### config.mk
export PLATFORM = sky130hd
export DESIGN_NAME = json_obj_encoder
export DESIGN_NICKNAME = d
export VERILOG_FILES = /design/src/rtl/json_pkg.sv /design/src/rtl/json_int2dec.sv /design/src/rtl/json_obj_encoder.sv
export SDC_FILE = /design/constraint.sdc
export NUM_CORES = 1
export LEC_CHECK = 0
export ABC_AREA = 1
export BUFFER_PORTS_ARGS = -buffer_cell sky130_fd_sc_hd__buf_2
export CAP_MARGIN = 20
export CORE_UTILIZATION = 30
export CTS_CLUSTER_DIAMETER = 60
export DETAILED_ROUTE_END_ITERATION = 7
export GPL_ROUTABILITY_DRIVEN = 0
export PLACE_DENSITY_LB_ADDON = 0.08
export SLEW_MARGIN = 15
export SYNTH_ARGS = -nofsm -noshare
export SYNTH_HDL_FRONTEND = slang
export SYNTH_SLANG_ARGS = --single-unit
### constraint.sdc
create_clock -name clk -period 28.7 [get_ports clk]
set_input_delay 5.74 -clock clk [delete_from_list [all_inputs] [get_ports clk]]
set_output_delay 5.74 -clock clk [all_outputs]
set_load 0.05 [all_outputs]
### src/rtl/json_pkg.sv
// Shared types and byte constants for the JSON object encoder.
// Latency: n/a (types, constants and pure functions only).
// Backpressure: n/a.
package json_pkg;

  typedef enum logic [1:0] {
    ENC_INT  = 2'd0,
    ENC_STR  = 2'd1,
    ENC_BOOL = 2'd2,
    ENC_NULL = 2'd3
  } json_enc_type_e;

  typedef enum logic [1:0] {
    ENC_OK       = 2'd0,
    ENC_BAD_KEY  = 2'd1,
    ENC_BAD_STR  = 2'd2,
    ENC_BAD_CHAR = 2'd3
  } json_enc_status_e;

  localparam logic [7:0] JSON_CH_LBRACE = 8'h7B;
  localparam logic [7:0] JSON_CH_RBRACE = 8'h7D;
  localparam logic [7:0] JSON_CH_QUOTE  = 8'h22;
  localparam logic [7:0] JSON_CH_COLON  = 8'h3A;
  localparam logic [7:0] JSON_CH_COMMA  = 8'h2C;
  localparam logic [7:0] JSON_CH_MINUS  = 8'h2D;
  localparam logic [7:0] JSON_CH_BSLASH = 8'h5C;
  localparam logic [7:0] JSON_CH_ZERO   = 8'h30;

  // Bytes that cannot appear unescaped inside a JSON string.
  function automatic logic is_special(input logic [7:0] c);
    return (c == JSON_CH_QUOTE) || (c == JSON_CH_BSLASH) || (c < 8'h20);
  endfunction

  function automatic logic [7:0] hex_char(input logic [3:0] n);
    return (n < 4'd10) ? (8'h30 + {4'h0, n}) : (8'h57 + {4'h0, n});
  endfunction

  // Number of output bytes a source byte expands to when escaping.
  function automatic logic [2:0] esc_len(input logic [7:0] c);
    logic [2:0] r;
    r = 3'd1;
    if (c < 8'h20) r = 3'd6;
    else if ((c == JSON_CH_QUOTE) || (c == JSON_CH_BSLASH)) r = 3'd2;
    return r;
  endfunction

  // Byte 'pos' of the escaped form of c: \" \\ or \u00XX.
  function automatic logic [7:0] esc_char(input logic [7:0] c, input logic [2:0] pos);
    logic [7:0] r;
    r = c;
    if (c < 8'h20) begin
      case (pos)
        3'd0:    r = JSON_CH_BSLASH;
        3'd1:    r = 8'h75;
        3'd2:    r = JSON_CH_ZERO;
        3'd3:    r = JSON_CH_ZERO;
        3'd4:    r = hex_char(c[7:4]);
        default: r = hex_char(c[3:0]);
      endcase
    end else if ((c == JSON_CH_QUOTE) || (c == JSON_CH_BSLASH)) begin
      r = (pos == 3'd0) ? JSON_CH_BSLASH : c;
    end
    return r;
  endfunction

  // Literal text for true/false/null, byte 0 first.
  function automatic logic [7:0] lit_char(input logic is_null, input logic bval, input logic [2:0] pos);
    logic [4:0][7:0] s;
    if (is_null)   s = 40'h00_6C_6C_75_6E;
    else if (bval) s = 40'h00_65_75_72_74;
    else           s = 40'h65_73_6C_61_66;
    return (pos < 3'd5) ? s[pos] : 8'h00;
  endfunction

  function automatic logic [2:0] lit_len(input logic is_null, input logic bval);
    return (is_null || bval) ? 3'd4 : 3'd5;
  endfunction

endpackage

### src/rtl/json_int2dec.sv
// Signed 32-bit to decimal digit buffer, least significant digit first.
// Latency: magnitude latched on start; one digit per step cycle, done on the last digit.
// Backpressure: none; the caller paces conversion with step.
module json_int2dec
  import json_pkg::*;
(
  input  logic            clk,
  input  logic            rst,
  input  logic            start,
  input  logic [31:0]     value,
  input  logic            step,
  output logic            done,
  output logic [9:0][3:0] digits,
  output logic [3:0]      ndigits,
  output logic            neg
);

  logic [31:0] mag;

  // The step that consumes the final (most significant) digit ends the conversion;
  // a zero magnitude still produces one digit.
  assign done = step && (mag < 32'd10);

  // Latch |value| on start, then peel off one decimal digit per step.
  always_ff @(posedge clk) begin
    if (rst) begin
      mag     <= '0;
      neg     <= 1'b0;
      ndigits <= '0;
      digits  <= '0;
    end else if (start) begin
      // Two's-complement negate as unsigned: -2^31 maps to 2^31.
      mag     <= value[31] ? (32'd0 - value) : value;
      neg     <= value[31];
      ndigits <= '0;
      digits  <= '0;
    end else if (step) begin
      digits[ndigits] <= 4'(mag % 32'd10);
      mag             <= mag / 32'd10;
      ndigits         <= ndigits + 4'd1;
    end
  end

endmodule

### src/rtl/json_obj_encoder.sv
// Serializes key/value field records into JSON object text, one byte per beat.
// Latency: first byte the cycle after record accept; integers add one idle cycle per digit.
// Backpressure: valid/ready on both sides; one record in flight, output held while out_ready low.
// Build option JSON_ENC_ESCAPE_EN: escape '"', '\' and control bytes instead of rejecting them.
module json_obj_encoder
  import json_pkg::*;
#(
  parameter int MAX_KEY = 8,
  parameter int MAX_STR = 16
) (
  input  logic                         clk,
  input  logic                         rst,
  input  logic                         fld_valid,
  output logic                         fld_ready,
  input  logic [8*MAX_KEY-1:0]         fld_key,
  input  logic [$clog2(MAX_KEY+1)-1:0] fld_key_len,
  input  logic [1:0]                   fld_type,
  input  logic [31:0]                  fld_int,
  input  logic [8*MAX_STR-1:0]         fld_str,
  input  logic [$clog2(MAX_STR+1)-1:0] fld_str_len,
  input  logic                         fld_last,
  output logic                         out_valid,
  input  logic                         out_ready,
  output logic [7:0]                   out_data,
  output logic                         out_last,
  output logic                         err_valid,
  output logic [1:0]                   err_code
);

  localparam int KLW = $clog2(MAX_KEY + 1);
  localparam int SLW = $clog2(MAX_STR + 1);
  localparam int KIW = $clog2(MAX_KEY);
  localparam int SIW = $clog2(MAX_STR);

  typedef enum logic [3:0] {
    S_IDLE, S_OPEN, S_COMMA, S_KQ1, S_KEY, S_KQ2, S_COLON,
    S_SQ1, S_STR, S_SQ2, S_LIT, S_CONV, S_NUM, S_CLOSE
  } state_e;

  state_e                   state, state_n;
  logic [MAX_KEY-1:0][7:0]  rec_key;
  logic [KLW-1:0]           rec_key_len;
  json_enc_type_e           rec_type;
  logic                     rec_bool;
  logic [MAX_STR-1:0][7:0]  rec_str;
  logic [SLW-1:0]           rec_str_len;
  logic                     rec_last;
  logic                     rec_bad;
  logic                     in_obj, in_obj_n;
  logic                     first_fld, first_n;
  logic [7:0]               idx, idx_n;
  logic [2:0]               esc_pos, esc_n;

  json_enc_type_e           in_type;
  json_enc_status_e         chk_code;
  logic                     accept;

  logic [7:0]               cur_byte, cur_out, cur_total;
  logic [2:0]               cur_len;

  logic                     step, conv_done, neg;
  logic [9:0][3:0]          digits;
  logic [3:0]               ndigits, dpos;
  logic [7:0]               num_total;

  assign in_type   = json_enc_type_e'(fld_type);
  assign fld_ready = (state == S_IDLE) && !rst;
  assign accept    = fld_valid && fld_ready;

  json_int2dec u_int2dec (
    .clk     (clk),
    .rst     (rst),
    .start   (accept),
    .value   (fld_int),
    .step    (step),
    .done    (conv_done),
    .digits  (digits),
    .ndigits (ndigits),
    .neg     (neg)
  );

  // Validate an offered record; the verdict is only used on accept.
  always_comb begin
    chk_code = ENC_OK;
    if ((fld_key_len == '0) || (fld_key_len > KLW'(MAX_KEY))) begin
      chk_code = ENC_BAD_KEY;
    end else if ((in_type == ENC_STR) && (fld_str_len > SLW'(MAX_STR))) begin
      chk_code = ENC_BAD_STR;
    end
`ifndef JSON_ENC_ESCAPE_EN
    else begin
      for (int i = 0; i < MAX_KEY; i++) begin
        if ((KLW'(i) < fld_key_len) && is_special(fld_key[8*i +: 8])) chk_code = ENC_BAD_CHAR;
      end
      for (int i = 0; i < MAX_STR; i++) begin
        if ((in_type == ENC_STR) && (SLW'(i) < fld_str_len) && is_special(fld_str[8*i +: 8]))
          chk_code = ENC_BAD_CHAR;
      end
    end
`endif
  end

  // Current key/string byte and its (possibly escaped) expansion.
  always_comb begin
    cur_byte  = (state == S_KEY) ? rec_key[idx[KIW-1:0]] : rec_str[idx[SIW-1:0]];
    cur_total = (state == S_KEY) ? 8'(rec_key_len) : 8'(rec_str_len);
`ifdef JSON_ENC_ESCAPE_EN
    cur_len   = esc_len(cur_byte);
    cur_out   = esc_char(cur_byte, esc_pos);
`else
    cur_len   = 3'd1;
    cur_out   = cur_byte;
`endif
  end

  // Number emission: optional sign, then digits most significant first.
  always_comb begin
    num_total = {4'h0, ndigits} + {7'h0, neg};
    dpos      = ndigits - 4'd1 - (idx[3:0] - {3'b000, neg});
  end

  // Next-state, output byte and object bookkeeping.
  always_comb begin
    state_n   = state;
    idx_n     = idx;
    esc_n     = esc_pos;
    in_obj_n  = in_obj;
    first_n   = first_fld;
    out_valid = 1'b0;
    out_data  = 8'h00;
    out_last  = 1'b0;
    step      = 1'b0;
    case (state)
      S_IDLE: begin
        if (accept) begin
          idx_n = '0;
          esc_n = '0;
          if (chk_code != ENC_OK) state_n = fld_last ? (in_obj ? S_CLOSE : S_OPEN) : S_IDLE;
          else if (!in_obj)       state_n = S_OPEN;
          else                    state_n = first_fld ? S_KQ1 : S_COMMA;
        end
      end
      S_OPEN: begin
        out_valid = 1'b1;
        out_data  = JSON_CH_LBRACE;
        if (out_ready) begin
          in_obj_n = 1'b1;
          state_n  = rec_bad ? S_CLOSE : (first_fld ? S_KQ1 : S_COMMA);
        end
      end
      S_COMMA: begin
        out_valid = 1'b1;
        out_data  = JSON_CH_COMMA;
        if (out_ready) state_n = S_KQ1;
      end
      S_KQ1: begin
        out_valid = 1'b1;
        out_data  = JSON_CH_QUOTE;
        if (out_ready) state_n = S_KEY;
      end
      S_KEY, S_STR: begin
        out_valid = 1'b1;
        out_data  = cur_out;
        if (out_ready) begin
          if (esc_pos == (cur_len - 3'd1)) begin
            esc_n = '0;
            if ((idx + 8'd1) == cur_total) begin
              idx_n   = '0;
              state_n = (state == S_KEY) ? S_KQ2 : S_SQ2;
            end else begin
              idx_n = idx + 8'd1;
            end
          end else begin
            esc_n = esc_pos + 3'd1;
          end
        end
      end
      S_KQ2: begin
        out_valid = 1'b1;
        out_data  = JSON_CH_QUOTE;
        if (out_ready) state_n = S_COLON;
      end
      S_COLON: begin
        out_valid = 1'b1;
        out_data  = JSON_CH_COLON;
        if (out_ready) begin
          case (rec_type)
            ENC_STR: state_n = S_SQ1;
            ENC_INT: state_n = S_CONV;
            default: state_n = S_LIT;
          endcase
        end
      end
      S_SQ1: begin
        out_valid = 1'b1;
        out_data  = JSON_CH_QUOTE;
        if (out_ready) state_n = (rec_str_len == '0) ? S_SQ2 : S_STR;
      end
      S_SQ2: begin
        out_valid = 1'b1;
        out_data  = JSON_CH_QUOTE;
        if (out_ready) begin
          first_n = 1'b0;
          state_n = rec_last ? S_CLOSE : S_IDLE;
        end
      end
      S_LIT: begin
        out_valid = 1'b1;
        out_data  = lit_char(rec_type == ENC_NULL, rec_bool, idx[2:0]);
        if (out_ready) begin
          if ((idx + 8'd1) == 8'(lit_len(rec_type == ENC_NULL, rec_bool))) begin
            idx_n   = '0;
            first_n = 1'b0;
            state_n = rec_last ? S_CLOSE : S_IDLE;
          end else begin
            idx_n = idx + 8'd1;
          end
        end
      end
      S_CONV: begin
        step = 1'b1;
        if (conv_done) begin
          idx_n   = '0;
          state_n = S_NUM;
        end
      end
      S_NUM: begin
        out_valid = 1'b1;
        out_data  = (neg && (idx == 8'd0)) ? JSON_CH_MINUS : (JSON_CH_ZERO + {4'h0, digits[dpos]});
        if (out_ready) begin
          if ((idx + 8'd1) == num_total) begin
            idx_n   = '0;
            first_n = 1'b0;
            state_n = rec_last ? S_CLOSE : S_IDLE;
          end else begin
            idx_n = idx + 8'd1;
          end
        end
      end
      S_CLOSE: begin
        out_valid = 1'b1;
        out_data  = JSON_CH_RBRACE;
        out_last  = 1'b1;
        if (out_ready) begin
          in_obj_n = 1'b0;
          first_n  = 1'b1;
          state_n  = S_IDLE;
        end
      end
      default: state_n = S_IDLE;
    endcase
  end

  // State register, object context and the one-cycle error pulse.
  always_ff @(posedge clk) begin
    if (rst) begin
      state     <= S_IDLE;
      idx       <= '0;
      esc_pos   <= '0;
      in_obj    <= 1'b0;
      first_fld <= 1'b1;
      err_valid <= 1'b0;
      err_code  <= ENC_OK;
    end else begin
      state     <= state_n;
      idx       <= idx_n;
      esc_pos   <= esc_n;
      in_obj    <= in_obj_n;
      first_fld <= first_n;
      err_valid <= accept && (chk_code != ENC_OK);
      err_code  <= (accept && (chk_code != ENC_OK)) ? chk_code : ENC_OK;
    end
  end

  // Record capture; held unchanged until the next accept.
  always_ff @(posedge clk) begin
    if (rst) begin
      rec_key     <= '0;
      rec_key_len <= '0;
      rec_type    <= ENC_INT;
      rec_bool    <= 1'b0;
      rec_str     <= '0;
      rec_str_len <= '0;
      rec_last    <= 1'b0;
      rec_bad     <= 1'b0;
    end else if (accept) begin
      rec_key     <= fld_key;
      rec_key_len <= fld_key_len;
      rec_type    <= in_type;
      rec_bool    <= fld_int[0];
      rec_str     <= fld_str;
      rec_str_len <= fld_str_len;
      rec_last    <= fld_last;
      rec_bad     <= (chk_code != ENC_OK);
    end
  end

endmodule

# --- Word level (Yosys, flattened, before mapping) ---
# Index checks and enable logic that the tools add are counted.
totals:
  input_bits: 240
  out_inout_bits: 14
  ff_bits: 303
  wordCells: 425
classes:
  bitwise: 1
  div_mod_pow: 2
  reduce_logical: 120
  mux: 102
  eq_ne: 84
  n_addsub: 9
  n_lt_le_gt_ge: 57
ops:
  columns: ["operator", "n"]
  rows:
  - ["$eq 8x6->1 const B", 24]
  - ["$eq 8x7->1 const B", 24]
  - ["$lt 8x6->1 const B", 24]
  - ["$mux 8", 14]
  - ["$mux 4", 25]
  - ["$mux 32", 3]
  - ["$mux 39", 2]
  - ["$pmux 8 s8", 1]
  - ["$mux 2", 27]
  - ["$pmux 4 s13", 1]
  - ["$logic_or 1x1->1", 50]
  - ["$bmux 8 s3", 2]
  - ["$logic_and 1x1->1", 47]
  - ["$bwmux 40", 1]
  - ["$lt 4x5->1 const A", 8]
  - ["$mux 40", 1]
  - ["$pmux 8 s5", 1]
  - ["$ne 2x2->1 const B", 17]
  - ["$bmux 8 s4", 1]
  - ["$div 32x4->32 const B", 1]
  - ["$lt 32x4->1 const B", 1]
  - ["$mod 32x4->32 const B", 1]
  - ["$sub 1x32->32 const A", 1]
  - ["$eq 4x4->1 const B", 6]
  - ["53 further kinds", 92]

# --- Longest topological paths before layout ---
# Gate-level depths: netlist of run 1.
depth:
  depth_word: 34
  mapped_depth: 136
  ltp_nobuf: 136

# --- Cells and area by module ---
# Synthesis of run 1 repeated with hierarchy kept, for this count alone.
unflattened:
  cells_unflattened: 3141
  area_unflattened_um2: 19801.5
modules_own_cells:
  columns: ["module", "seq_area_each_um2", "instances", "cells_each", "area_per_inst_um2"]
  rows:
  - ["json_obj_encoder", 4524.3, 1, 2030, 12811.0]
  - ["json_int2dec", 1541.5, 1, 1111, 6990.5]

# --- Worst setup path before layout of run 1 ---
# Ideal clock, no wire load.
synth_path:
  path_kind: "input to output"
  start: "input rst"
  end: "output fld_ready"
  path_slack_ps: 16508
  cell_stages: 1
  t_required_ps: 22960
  arrival_time_ps: 6452
  n_path_buf: 0
  path_cell_list: "nor2_1"
synth_between:
  elab_chain_len: 2
synth_lines:
  columns: ["element", "line_no", "text"]
  rows:
  - ["from (decl)", "json_obj_encoder.sv:12", "input logic rst,"]
  - ["$logic_not 1->1", "json_obj_encoder.sv:67", "assign fld_ready = (state == S_IDLE) && !rst;"]
  - ["$logic_and 1x1->1", "json_obj_encoder.sv:67", null]
  - ["to (decl)", "json_obj_encoder.sv:14", "output logic fld_ready,"]
# No other way between the ends.

# --- Final worst setup path of run 1 ---
# Ends and elaborated chain as after synthesis.

==> results of run 1 <==
==> cell type report <==
class                      instances  area (um^2)
fill                            6601        38700
multi-input combinational       1873         9955
sequential                       303         6070
inverter                         506         1904
timing repair buffer             271         1401
clock buffer                      52         1127
tap                              782        978.4
clock inverter                    19        226.5
==> sequential cells by signal, indices dropped and copies added (netlist names) <==
name               cells
rec_str              128
rec_key               64
u_int2dec.digits      40
u_int2dec.mag         32
idx                    8
rec_str_len            5
rec_key_len            4
state                  4
u_int2dec.ndigits      4
esc_pos                3
err_code               2
rec_type               2
err_valid              1
first_fld              1
in_obj                 1
rec_bad                1
rec_bool               1
rec_last               1
u_int2dec.neg          1
==> routing by layer <==
metal  track usage (%)  vias to the layer above
met1             27.73                     8958
met5                 0                        -
li1                  -                     9714
met2             36.85                      493
met4             7.143                        0
met3             2.539                       95
==> how the worst min path moves through the flow <==
| stage | from | to | slack (ps) | depth (start not counted) |
|---|---|---|---|---|
| finish | rec_key[29] | rec_key[29] | 450 | 2 |
| floorplan | rec_key[0] | rec_key[0] | 420 | 2 |
| global route | rec_key[28] | rec_key[28] | 470 | 2 |
| detailed placement | rec_str[36] | rec_str[36] | 440 | 2 |
| global placement | rec_str[91] | rec_str[91] | 430 | 2 |
| CTS | rec_str[36] | rec_str[36] | 450 | 2 |
==> worst register-to-register path: cells and delay by family (launching register included) <==
kind	cells	cell delay (ps)
simple gates	98	8500
buf+inv	13	850
xor+xnor	1	170
flops	1	470
compound gates	4	790
==> logic make-up (layout without fill, tap and decap cells) <==
kind of cell	Yosys count	count (layout)	synth area share, %
buffers and inverters	617	848	12.66
adder cells (fa/ha/maj)	17	17	1.243
flip-flops	303	303	33.11
XOR/XNOR	26	26	1.243
multiplexers	3	3	0.1844
AND/OR/NAND/NOR	1075	1075	28.04
AO/OA/AOI/OAI	752	752	23.52
==> layout by cell type, fill, tap and decap left out, drive strengths merged, types with 18 or more instances in the layout <==
master | netlist | layout
a21oi | 242 | 242
a22o | 21 | 21
a31oi | 24 | 24
buf | 4 | 271
clkbuf | 107 | 52
dfxtp | 303 | 303
inv | 498 | 507
nand2 | 574 | 574
nand3 | 216 | 216
nand4 | 31 | 31
nor2 | 147 | 147
nor3 | 50 | 50
nor4 | 36 | 36
o21ai | 285 | 285
o22ai | 86 | 86
o41ai | 18 | 18
xor2 | 22 | 22
==> through the flow <==
step | utilization (%) | area (um^2) | std cells | hold slack [ps]
5_1_grt | 35.89 | 21660 | 3806 | 474.9
2_1_floorplan | - | 18320 | 2793 | 423.1
3_5_place_dp | 33.65 | 20310 | 3735 | 439.6
4_1_cts | 35.89 | 21660 | 3806 | 454.4
6_report | 35.89 | 21660 | 3806 | 448.1
3_3_place_gp | 33.65 | 20310 | 3735 | 433.7
==> out/results.ini, run 1 <==
[global_route]
grt_max_degree = 87
track_usage_pct = 21.44
grt_pass1_wl_um = 105100
grt_overflow = 0
grt_pass1_vias = 18570
antenna_found_initial = 1

[die]
io_pins = 254
core_mm2 = 0.06036
die_y_um = 249.1
initial_core_util_pct = 30.35
rows = 90
die_area_mm2 = 0.06206
fp.dieW_um = 249.1

[timing]
setup_viol = 0
max-slew-margin-rel_pct = 29.21
period_share_pct = 43.79
post-route-min-period_ps = 12570
maxSlewViolCount = 0
hold_viol = 0
worstMarginPinSlew_ps = 1062
max_freq_mhz = 79.57
rsz0062_at_grt = false
fin_tns_setup_ps = 0
finalClockSkew_ps = 21.43
setup_slack_ps = 16130

[worst_setup_path]
arrival_ps = 6830
critPathCaptureType = primary output
r2r-start = u_int2dec.mag[31]
timing.rr.end = u_int2dec.digits[18]
crit_chain = buf_2 -> nor2_1 -> buf_2
cp_max_fo = 3
worstPathRequired_ps = 22960
worstSetupEndpoint = fld_ready
cp.depth = 3
cp.buffers_inverters = 2
startpoint_type = primary input
cpMaxStageDelayCell = nor2_1
critical_path.max_stage_delay_ps = 540
crit_start = rst
worstSetupPathType = in2out
rr_worst_depth = 116
cpLargestDelayFamily = buffers and inverters
r2r_slack_ps = 17810
crit_top_cell = buf_2

[synth]
synth_ff_type = dfxtp_1
ys.warnings.count = 0
syn-num-nets = 3050
ys_async_sr_fraction_pct = 0
synth_area_mm2 = 0.01832
synth_edf_count = 0
synthDistinctLibCells = 54
yosysMostFrequentCell = nand2_1
yosys.area.top_type = dfxtp_1
yosys.area.top_type_share_pct = 33.11
syn_inst = 2793
ys_top_cells_by_area = dfxtp_1 33%, nand2_1 9.9%, inv_1 9.5%
ys_ff_latch = 303
synth.yosys.seq_area_share_pct = 33.11
synth_commonest_cells = 482 x nand2_1, 466 x inv_1, 303 x dfxtp_1
synth_area_per_cell_um2 = 6.559

[cts]
numCtsBuffers = 41
cts_setup_buffers = 0
cts.path.max_buffers = 3
cts_hold_buf = 0
clk_latency_ps = 570
cts_resized = 0
htree_levels = 2
cts.reportedPaths.clkPinSlew_ps = 50
cts_tree = yes
root_buffer = clkbuf_16
clkSinkCount = 303

[final_layout]
area_delta_synth_final_pct = 18.25
drive_above_1_share_pct = 17.33
nNetsFinal = 3253
n_antenna_cell = 0

[routing]
met3WireLength_um = 2982
drt_wl_total_um = 67890
first_iter_violations = 1293
via_count = 19260
met1_length_um = 30690
drtAntennaViolNets = 0
wl_per_cell_um = 17.84
route.met2.wl_um = 32280
drc = 0
vias_per_cell = 5.060
first_pass_iters = 5
top_layer = met4

[run]
max_cap_violations = 0

[min_path]
worstHoldPathType = reg2reg

[placement]
portBuffers = 253
place_ws_ps = 16130
dpl.hpwl_um = 50930

[run_status]
status = complete, no violations

Power of run 1 is not shown: default switching activity piles up to over one toggle a cycle in this logic, so the estimate is an artifact.
==> run 2, diff against run 1 <==
clock period = 11.4 ns   (was 28.7 ns; I/O delays follow)
==> run 2 against run 1 <==
Net effect: register-to-register slack lost 17000 ps; flip-flop and latch count is the same; die area did not move; final cell count is 0.76% higher; critical path depth up 114; worst setup slack lost 15000 ps; non-clock buffer count increased by 21; final area rose by 4.2%; via count rose by 1.6%; critical path type is now reg2reg; critical endpoint is now u_int2dec.digits[18].
==> out/results.ini, run 2 (synthesis results as in run 1) <==
[run_status]
status = complete, no violations

[placement]
dpl_cell_area_mm2 = 0.02033  ; +0.12%
dpl.hpwl_um = 52090  ; +2.3%
portBuffers = 253  ; unchanged

[cts]
cts.reportedPaths.clkPinSlew_ps = 60  ; about the same
htree_levels = 2  ; unchanged
cts_hold_buf = 0  ; unchanged
cts.path.max_buffers = 3  ; unchanged
numCtsBuffers = 42  ; +2.4%
root_buffer = clkbuf_16
clkSinkCount = 303  ; unchanged
cts_tree = yes
clk_latency_ps = 590  ; +20 ps

[final_layout]
fin_area_mm2 = 0.02258  ; +4.2%
largest_reg_flops = 128  ; unchanged
final_common_cell = inv_1
post-route-util_pct = 37.41  ; +1.5 points
largest_register = rec_str
drive_above_1_share_pct = 20.38  ; +3.1 points
reg_top3 = rec_str (128), rec_key (64), u_int2dec.digits (40)
area_delta_synth_final_pct = 23.25
fillers = 6467  ; -2.0%
final_cell_mix = 462 x inv_1, 445 x nand2_1, 299 x dfxtp_1
nNetsFinal = 3277  ; +0.74%

[routing]
first_pass_iters = 7  ; +2
drc = 0  ; unchanged
via_count = 19570  ; +1.6%
vias_per_cell = 5.102  ; +0.82%
wl_per_cell_um = 18.54  ; +3.9%
drt_wl_total_um = 71090  ; +4.7%
first_iter_violations = 1375  ; +6.3%
drtAntennaViolNets = 0  ; unchanged

[worst_setup_path]
cp.depth = 117  ; +114
cp.buffers_inverters = 9  ; +7
critical_path.max_stage_delay_ps = 350  ; -190 ps
rr_worst_depth = 117  ; +0.86%
cpMaxStageDelayCell = dfxtp_2
r2r_slack_ps = 740  ; -17070 ps
worstSetupEndpoint = u_int2dec.digits[18]
cp_max_fo = 5  ; +2
worstPathRequired_ps = 11860  ; -11100 ps
worstSetupPathType = reg2reg
arrival_ps = 11120  ; +4290 ps
startpoint_type = flip-flop
crit_start = u_int2dec.mag[30]
critPathCaptureType = flip-flop
timing.rr.end = u_int2dec.digits[18]
cpLargestDelayFamily = simple AND/OR/NAND/NOR gates
crit_top_cell = nand2_4
r2r-start = u_int2dec.mag[30]

[die]
io_pins = 254  ; unchanged
fp.dieW_um = 249.1  ; unchanged
rows = 90  ; unchanged
die_y_um = 249.1  ; unchanged
core_mm2 = 0.06036  ; unchanged
initial_core_util_pct = 30.35  ; unchanged
die_area_mm2 = 0.06206  ; unchanged

[timing]
max_freq_mhz = 93.80
finalClockSkew_ps = 37.66  ; +16.23 ps
maxSlewViolCount = 0  ; unchanged
hold_viol = 0  ; unchanged
fin_tns_setup_ps = 0  ; unchanged
setup_viol = 0  ; unchanged
period_share_pct = 93.52
post-route-min-period_ps = 10660
max-slew-margin-rel_pct = 28.70  ; -0.51 points
worstMarginPinSlew_ps = 1056  ; -6.201 ps

[global_route]
track_usage_pct = 22.07  ; +0.62 points
grt_max_degree = 93  ; +6.9%
antenna_found_initial = 0  ; -1
grt_pass1_vias = 18650  ; +0.47%
grt_pass1_wl_um = 107800  ; +2.6%
grt_overflow = 0  ; unchanged

[run]
max_cap_violations = 0  ; unchanged

[min_path]
worstHoldPathType = reg2reg

run 2: cell type report:
class	instances	area [um^2]	share of cell area (%)
diodes	1	2.502	0.01108
clock buffers	57	1219	5.398
clock inverters	19	297.8	1.319
inverters	506	1904	8.434
multi-input cells	1875	10530	46.63
flip-flops and latches	303	6078	26.92
well taps	782	978.4	4.334
repair buffers	292	1569	6.949
run 2: how the worst min path moves through the flow:
stage,from,to,slack (ps),cells past startpoint
6_report,rec_str[0],rec_str[0],450,2
3_5_place_dp,rec_str[0],rec_str[0],440,2
4_1_cts,rec_key[27],rec_key[27],460,2
5_1_grt,rec_str[26],rec_str[26],470,2
2_1_floorplan,rec_key[0],rec_key[0],420,2
3_3_place_gp,rec_key[5],rec_key[5],430,2
run 2: per-stage QoR:
stage / hold WS (ps) / cells / worst slack [ps]
CTS: 455.0 / 3814 / 771.7
detailed placement: 439.8 / 3738 / 799.8
floorplan: 423.1 / 2793 / 2082
global route: 470.6 / 3834 / -147.4
global placement: 434.1 / 3736 / 1401
finish: 448.6 / 3835 / 738.6
run 2: worst register-to-register path, delay by kind of cell, from the launching register on:
kind	cells	cell delay [ps]
buffers and inverters	9	600
DFF	1	350
AOI/OAI and AO/OA	3	450
and+or+nand+nor	105	9190
run 2: per-layer routing:
layer	global-route usage [%]	vias to the layer above	wire (um)
met5	0	-	0
met4	6.790	0	1701
met3	2.706	90	3247
met2	37.82	504	34200
met1	28.78	9209	31940
li1	-	9763	-
run 2: repair_timing:
action | in CTS | in global routing
gates resized for setup | 0 | 126
buffers inserted | 0 | 17
endpoints found under the setup margin | 0 | 31
Power of run 2 is left out for the same reason.
